`src/rtl/interrupt_request_unit.sv`:
```
// interrupt_request_unit: synchronises external interrupt lines, latches
// rising edges as pending requests and sequences one take/return at a time.
// Ports:
//   clock, reset        : rising-edge clock, async active-high reset
//   irq_in              : async request lines, one per source
//   intr_enable         : global interrupt enable from the enable control
//   inst_boundary       : current instruction completes this cycle
//   memInstOpcode       : opcode of the current instruction
//   pc_next             : return address captured on a take
//   intr, intr_return   : one-cycle take / return pulses
//   intr_vector, epc    : handler address and saved return address
//   intr_id             : index of the taken source
//   pending             : latched pending requests
//   in_service          : high while a handler is executing
module interrupt_request_unit #(
  parameter int          DATA_WIDTH    = 32,
  parameter int          ID_WIDTH      = 2,
  parameter logic [31:0] VECTOR_BASE   = 32'd256,
  parameter logic [31:0] VECTOR_STRIDE = 32'd4,
  localparam int         NUM_SRC       = 2**ID_WIDTH
) (
  input  logic                  clock,
  input  logic                  reset,
  input  logic [NUM_SRC-1:0]    irq_in,
  input  logic                  intr_enable,
  input  logic                  inst_boundary,
  input  logic [5:0]            memInstOpcode,
  input  logic [DATA_WIDTH-1:0] pc_next,
  output logic                  intr,
  output logic                  intr_return,
  output logic [DATA_WIDTH-1:0] intr_vector,
  output logic [DATA_WIDTH-1:0] epc,
  output logic [ID_WIDTH-1:0]   intr_id,
  output logic [NUM_SRC-1:0]    pending,
  output logic                  in_service
);

  localparam logic [5:0] OP_RETURN = 6'b101100;

  typedef enum logic [1:0] {
    IDLE    = 2'd0,
    ACK     = 2'd1,
    SERVICE = 2'd2,
    RET     = 2'd3
  } state_t;

  state_t state;
  state_t state_nxt;

  logic [NUM_SRC-1:0]    s1;
  logic [NUM_SRC-1:0]    s2;
  logic [NUM_SRC-1:0]    s3;
  logic [NUM_SRC-1:0]    rise;
  logic [NUM_SRC-1:0]    clr;
  logic [ID_WIDTH-1:0]   sel_id;
  logic [DATA_WIDTH-1:0] vec_calc;
  logic                  take;
  logic                  is_ret;

  always_ff @(posedge clock or posedge reset) begin
    if (reset) begin
      s1 <= '0;
      s2 <= '0;
      s3 <= '0;
    end else begin
      s1 <= irq_in;
      s2 <= s1;
      s3 <= s2;
    end
  end

  assign rise = s2 & ~s3;

  // Scan downward so the lowest set index wins.
  always_comb begin
    sel_id = '0;
    for (int i = NUM_SRC - 1; i >= 0; i--) begin
      if (pending[i]) sel_id = ID_WIDTH'(i);
    end
  end

  assign vec_calc = DATA_WIDTH'(VECTOR_BASE)
                  + DATA_WIDTH'(VECTOR_STRIDE)
                  * DATA_WIDTH'(sel_id);

  assign take = (state == IDLE) & intr_enable
              & inst_boundary & (|pending);

  assign is_ret = inst_boundary
                & (memInstOpcode == OP_RETURN);

  assign clr = take ? (NUM_SRC'(1) << sel_id) : '0;

  // A fresh edge on the clearing edge re-sets the bit.
  always_ff @(posedge clock or posedge reset) begin
    if (reset) begin
      pending <= '0;
    end else begin
      pending <= (pending & ~clr) | rise;
    end
  end

  always_ff @(posedge clock or posedge reset) begin
    if (reset) begin
      intr_id     <= '0;
      epc         <= '0;
      intr_vector <= '0;
    end else if (take) begin
      intr_id     <= sel_id;
      epc         <= pc_next;
      intr_vector <= vec_calc;
    end
  end

  always_ff @(posedge clock or posedge reset) begin
    if (reset) state <= IDLE;
    else       state <= state_nxt;
  end

  always_comb begin
    state_nxt = state;
    unique case (state)
      IDLE:    if (take) state_nxt = ACK;
      ACK:     state_nxt = SERVICE;
      SERVICE: if (is_ret) state_nxt = RET;
      RET:     state_nxt = IDLE;
      default: state_nxt = IDLE;
    endcase
  end

  always_comb begin
    intr        = (state == ACK);
    intr_return = (state == RET);
    in_service  = (state == ACK) | (state == SERVICE);
  end

endmodule

```
`config.mk`:
```
export PLATFORM = sky130hd
export DESIGN_NAME = interrupt_request_unit
export DESIGN_NICKNAME = d
export VERILOG_FILES = /design/src/rtl/interrupt_request_unit.sv
export SDC_FILE = /design/constraint.sdc
export NUM_CORES = 1
export LEC_CHECK = 0
export CAP_MARGIN = 20
export CORE_MARGIN = 5
export CORE_UTILIZATION = 43
export DETAILED_ROUTE_END_ITERATION = 10
export GPL_TIMING_DRIVEN = 0
export PLACE_DENSITY_LB_ADDON = 0.05
export SLEW_MARGIN = 40
export SYNTH_ARGS = -nofsm -noshare
export SYNTH_HDL_FRONTEND = slang
export SYNTH_SLANG_ARGS = --single-unit
```
`constraint.sdc`:
```
create_clock -name clock -period 5.7 [get_ports clock]
set_clock_uncertainty 0.1 [all_clocks]
set_input_delay 0.57 -clock clock [delete_from_list [all_inputs] [get_ports clock]]
set_output_delay 0.57 -clock clock [all_outputs]
set_load 0.1 [all_outputs]
```
Word level (Yosys, flattened, before mapping)

Index checks and enable logic that the tools add are counted.

Flip-flop bits (word level): 84
Input bits: 46
Word-level logic and storage cells: 37

Add/subtract/negate cells: 1
Equal/unequal tests: 6
Shift-type cells: 1
Mux-type cells: 8
Bitwise operators: 10
Reduce and logical (&&, ||, !) cells: 3

Operators by type and width:

| cell                                                 | number |
|---|---|
| 2-to-1 mux 2 bit                                     | 6 |
| adder 9 x 4 -> 10 bit (first input constant)         | 1 |
| AND 4 bit                                            | 2 |
| inverter 4 bit                                       | 2 |
| one-hot mux 2 bit (4 select lines)                   | 1 |
| equality test 6 bit (second input constant)          | 1 |
| AND 1 bit                                            | 4 |
| equality test 2 bit (second input constant)          | 2 |
| 2-to-1 mux 4 bit                                     | 1 |
| inequality test 2 bit (second input constant)        | 2 |
| OR 4 bit                                             | 1 |
| OR reduction 4 bit                                   | 1 |
| << shifter 1 x 2 -> 4 bit (first input constant)     | 1 |
| equality test 2 x 1 -> 1 bit (second input constant) | 1 |
| zero test 2 bit                                      | 1 |
| AND reduction 2 bit                                  | 1 |
| OR 1 bit                                             | 1 |

Depth between registers and ports, before layout

Depth after elaboration: 9
Gate-level depth with buffers: 6

Least setup slack after synthesis

OpenSTA, ideal clock, no wires.

Path kind: register to register
Start point: register pending[2]
End point: register epc[0]
Setup time: 0.126 ns
Arrival: 1.862 ns
Data required time: 5.474 ns
Path slack: 3.611 ns
Cell stages (with the launch flop): 5
Buffers on the path: 1
Period minus slack after synthesis: 2.089 ns
Cell sequence: dfrtp_1 nor4_4 nor2_4 buf_8 mux2_4

Word-level cells in the longest chain between the ends: 2

Ends and longest elaborated chain:

| what                     | line | source |
|---|---|---|
| start: declaration       | 34   | `output logic [NUM_SRC-1:0] pending,` |
| start signal: assignment | 99   | `pending <= (pending & ~clr) \| rise;` |
| OR reduction 4 bit       | 87   | `& inst_boundary & (\|pending);` |
| AND 1 bit                | 87   |  |
| end signal: assignment   | 110  | `epc <= pc_next;` |
| end: declaration         | 32   | `output logic [DATA_WIDTH-1:0] epc,` |

Every way passes these cells.
A chain may end at the register's enable or synchronous reset.

Worst setup path in the final report

Start point: register state[1]
End point: output port in_service

Word-level cells in the longest chain between the ends: 2
Elaborated cells on any way between the ends: 3
Classes of those cells: eq/ne: 2; bitwise: 1

Ends and longest elaborated chain:

| what                                                                       | line | source |
|---|---|---|
| start: declaration                                                         | 47   | `state_t state;` |
| start signal: assignment                                                   | 117  | `else state <= state_nxt;` |
| equality test 2 x 1 -> 1 bit / equality test 2 bit (equally long branches) | 134  | `in_service = (state == ACK) \| (state == SERVICE);` |
| OR 1 bit (*)                                                               | 134  |  |
| end: declaration                                                           | 35   | `output logic in_service` |

Mark *: on every way between the ends. The rest lies on a longest branch, timed or not.

==> run metrics <==
share of layout cells above drive strength 1=42.9%; Placeable Area=5440 um^2; Root Driver=clkbuf_8; Initial Util=43.6%; setup_tns=0 ns; M3 GR Usage=4.91%; Hold Buf Count CTS=0; CTS buffer count=5; post-synth top area cell=dfrtp_1; CP required=5.03 ns; post-CTS sizing=0; post-DP HPWL=3.59 mm; clock tree buffer depth=2; largest net degree at the start of global routing=33; final period utilization=38.9%; Max Clk Rate=0.451 GHz; Initial DRC Count=40; CTS clk-pin slew, worst paths=0.09 ns; wire per inst=12.8 um; Nets=337; Setup violations, final=0; CP peak stage delay=0.43 ns; Synth Register Bits=53; # Post-CTS Setup Buffers=0; Crit Path Max Fanout=4; Die Y=84.3 um; delay-heaviest family, CP=buffers and inverters; YS warnings=0; CP bufs+invs=2; Critical Path Sink Type=primary output; Critical Path Slowest Stage Cell=buf_2; post-synthesis cell area=2370 um^2; syn_area_per_cell=14.7 um^2; Global Route Usage Sum=13.3%; unrepaired setup endpoints after global routing=no; Gate Count Post-Synth=161; final hold violations=0; Synth area leaders=dfrtp_1 (56%), mux2_4 (19%), buf_4 (9.8%); Placer Congestion=0.727; share of the synthesized area in the top cell type=55.9%; first-pass GRT wire length=7.65 mm; clock sink count=53; fin crit period=2.22 ns; total I/O pin count=119; M1 GR Usage=17.8%; status=finished, final reports clean; max_cap viols=0; Max Slew Vio Count=0; crit path kind=flop to primary output; diodes inserted=0; GRT busiest layer=met2; Via density=4.19; final WL=4.59 mm; synth unique cells=25; Die X-Extent=84.3 um; vias=1506; drt pass-1 iters=3; H-tree levels=2; critical path, cell by cell=inv_1, ha_1, buf_2; Seq/Total Area, Yosys=55.9%; Arrival @ worst endpoint=1.55 ns; Area growth syn-to-layout=41.1%; Post-DRT Antenna Nets=0; antenna violations before repair=0; Placement Rows=27; global-route met2 utilization=19.9%; number of port buffers=89; worst skew pair latency=0.29 ns; TritonCTS clock tree=built; worst hold path class=flop to flop; CP Launch Type=flop; die area=7110 um^2; grt ovf=0; DRC=0; vias in the first global route=1528
## final cells by class
class / instances / area, um^2
inverters: 8 / 32.5
well taps: 72 / 90.1
repair buffers: 90 / 691
clock inverters: 2 / 13.8
flip-flops and latches: 53 / 1330
clock buffers: 6 / 72.6
multi-input cells: 94 / 835
plain buffers: 34 / 288
fillers: 477 / 2090
## routing by layer
layer,part of all wire [%],vias up
li1,-,726
met1,43,707
met2,45,69
met3,10,4
met4,1.1,0
met5,0,-
## sequential cells by signal, indices dropped and copies added (netlist names)
signal       count
intr_id          1
pending          4
s1               4
intr_vector      2
state            2
s3               4
epc             32
s2               4
## final timing paths
kind | endpoint | slack [ns] | from | depth (start not counted)
hold / removal | s2[1]$_DFF_PP0_ | 0.25 | s1[1]$_DFF_PP0_ | 0
setup / recovery | in_service | 3.48 | state[1]$_DFFE_PP0P_ | 3
max in group asynchronous | epc[29]$_DFFE_PP0P_ | 4.58 | reset | 3
setup reg to reg | epc[2]$_DFFE_PP0P_ | 3.68 | state[1]$_DFFE_PP0P_ | 6
hold reg to reg | s2[1]$_DFF_PP0_ | 0.25 | s1[1]$_DFF_PP0_ | 0
min in group asynchronous | epc[24]$_DFFE_PP0P_ | 0.46 | reset | 2
## synth_stat cells, drive strengths merged
cell	number
dfrtp	53
buf	34
mux2	33
inv	8
nor2	8
o21ai	6
ha	5
nand3	2
o22a	2
a21boi	1
a21oi	1
a2bb2oi	1
and4b	1
conb	1
nand2	1
nor4	1
o31ai	1
o41ai	1
or2	1
## placed cells by master (no fill, tap or decap), types with 3 or more instances in the layout
cell type / Yosys / final
buf_12: 2 / 3
buf_2: 0 / 44
buf_4: 31 / 31
clkbuf_8: 0 / 5
clkdlybuf4s50_1: 0 / 45
conb_1: 1 / 29
dfrtp_1: 53 / 53
ha_1: 5 / 5
inv_1: 8 / 7
mux2_2: 3 / 3
mux2_4: 30 / 30
nor2_1: 7 / 7
o21ai_0: 5 / 5
## kinds of logic (layout without fill, tap and decap cells)
family	count (synthesis)	in the layout	synth area share, %
AND/OR/NAND/NOR	14	14	3.95
other	1	29	0.158
flip-flops	53	53	55.9
multiplexers	33	33	20.4
AO/OA/AOI/OAI	13	13	3.58
adder cells (fa/ha/maj)	5	5	2.64
buffers and inverters	42	140	13.4
## through the flow
stage	instance area [um^2]	util (%)	setup slack (ns)	instances	hold WS, ns
after floorplan	2480	-	3.61	189	0.231
after global placement	3460	63.6	2.75	350	0.236
after detailed placement	3260	60.0	3.29	351	0.235
after CTS	3350	61.6	3.45	359	0.257
after global routing	3350	61.6	3.39	359	0.264
final	3350	61.6	3.48	359	0.254
Power is left out: the tool's default activity adds up to more than one toggle a clock period on the data nets, which glitch-free logic cannot reach.
==> RTL edit, RTL diff (same flow settings) <==
Change the parameter `ID_WIDTH` from 2 to 4.
--- a/src/rtl/interrupt_request_unit.sv
+++ b/src/rtl/interrupt_request_unit.sv
@@ -16,3 +16,3 @@
   parameter int          DATA_WIDTH    = 32,
-  parameter int          ID_WIDTH      = 2,
+  parameter int          ID_WIDTH      = 4,
   parameter logic [31:0] VECTOR_BASE   = 32'd256,
Ports: changed (resized intr_id, irq_in and pending); port bits go from 119 to 145. The function was not compared with the original's and may differ.
==> RTL edit against the original RTL <==
Cell area grew 63%; sequential cell count grew 50; global-route usage grew 1.2 points; die area grew 62%; critical path type unchanged; routed wire length grew 79%; synthesized area grew 72%; first-iteration DRC count grew 35%; worst setup slack lost 54 ps.
==> RTL edit: results (changes against the original RTL) <==
Internal Power 1470 uW; 1st-iter DRT viols 54 (+35%); H-tree depth 3 (+1); Worst-path clk slew 110 ps (+20 ps); vias per cell 4.46 (+6.4%); antenna violations before repair 0 (unchanged); Cell variety after synth 40 (+60%); DRT Pass-1 Iters 4 (+1); placed standard-cell area 5250 um^2 (+61%); first-pass GRT wire length 13.2 mm (+72%); Seq/Total Area, Yosys 0.632 (+0.0729); Synth top cells by count 103 x dfrtp_1, 31 x buf_4, 29 x mux2_4; largest net degree at the start of global routing 58 (+76%); share of layout cells above drive strength 1 0.340 (-0.0886); Area contributors post-synth dfrtp_1 63%, mux2_4 11%, buf_4 5.7%; worst-skew pair later-pin latency 370 ps (+80 ps); crit path DAT 1600 ps (+50 ps); DPL Wire Length 6.09 mm (+70%); Place WS 3080 ps (-219 ps); GPL Wtd Cong 0.789 (+8.5%); Port-buffer cells 117 (+31%); P_clk 475 uW; Layout Nets 510 (+51%); vias in the first global route 2570 (+68%); Post-Route WL 8.19 mm (+79%); aggregate global-route resource usage 0.145 (+0.0118); CTS Buf Count 9 (+4); FILL cells 798 (+67%); outcome complete, no violations
[RTL edit: cell types whose count changed in the layout (fill, tap and decap cells not counted), sizes merged, moves of 5 or more]
cell	before	now
nor2	8	14
o21ai	6	12
dfrtp	53	103
nand2	1	6
clkdlybuf4s50	45	57
inv	9	26
buf	79	95
a21oi	1	16
[RTL edit: worst paths after layout]
| kind | startpoint | endpoint | slack, ps | cells after the start |
|---|---|---|---|---|
| worst max-delay path | state[0] | in_service | 3430 | 3 |
| worst min-delay path | s1[0] | s2[0] | 250 | 0 |
| worst max register to register | state[0] | state[1] | 3430 | 7 |
| worst min register to register | s1[0] | s2[0] | 250 | 0 |
| max in group asynchronous | reset | intr_vector[5] | 4430 | 3 |
| min in group asynchronous | reset | epc[3] | 480 | 2 |
[RTL edit: cells by family after synthesis]
logic type / count (synthesis) / synth area share
muxes: 34 / 0.121
buffers and inverters: 58 / 0.0874
DFF: 103 / 0.632
AOI/OAI and AO/OA: 47 / 0.0754
other: 1 / 0.000919
adders and majority gates: 4 / 0.0123
and+or+nand+nor: 46 / 0.0718
[RTL edit: final cells by class]
class	count	area (um^2)	area share
clock inverter	7	87.6	0.0161
clock buffer	9	124	0.0227
sequential	103	2580	0.472
buffer	35	270	0.0495
multi-input combinational	158	1240	0.228
inverter	23	93.8	0.0172
timing repair buffer	118	898	0.165
tap	129	161	0.0296
[RTL edit: routing by layer]
metal,vias to the layer above,GRT usage,share of wire
met5,-,0,0
met1,1232,0.199,0.44
met3,15,0.0438,0.082
met2,100,0.212,0.45
li1,1250,-,-
met4,0,0.0649,0.024
[RTL edit: metrics by stage]
step | power, uW | instances
6_report | 3260 | 582
3_3_place_gp | 2950 | 565
4_1_cts | 3300 | 582
5_1_grt | 3390 | 582
2_1_floorplan | 2540 | 319
3_5_place_dp | 2810 | 566
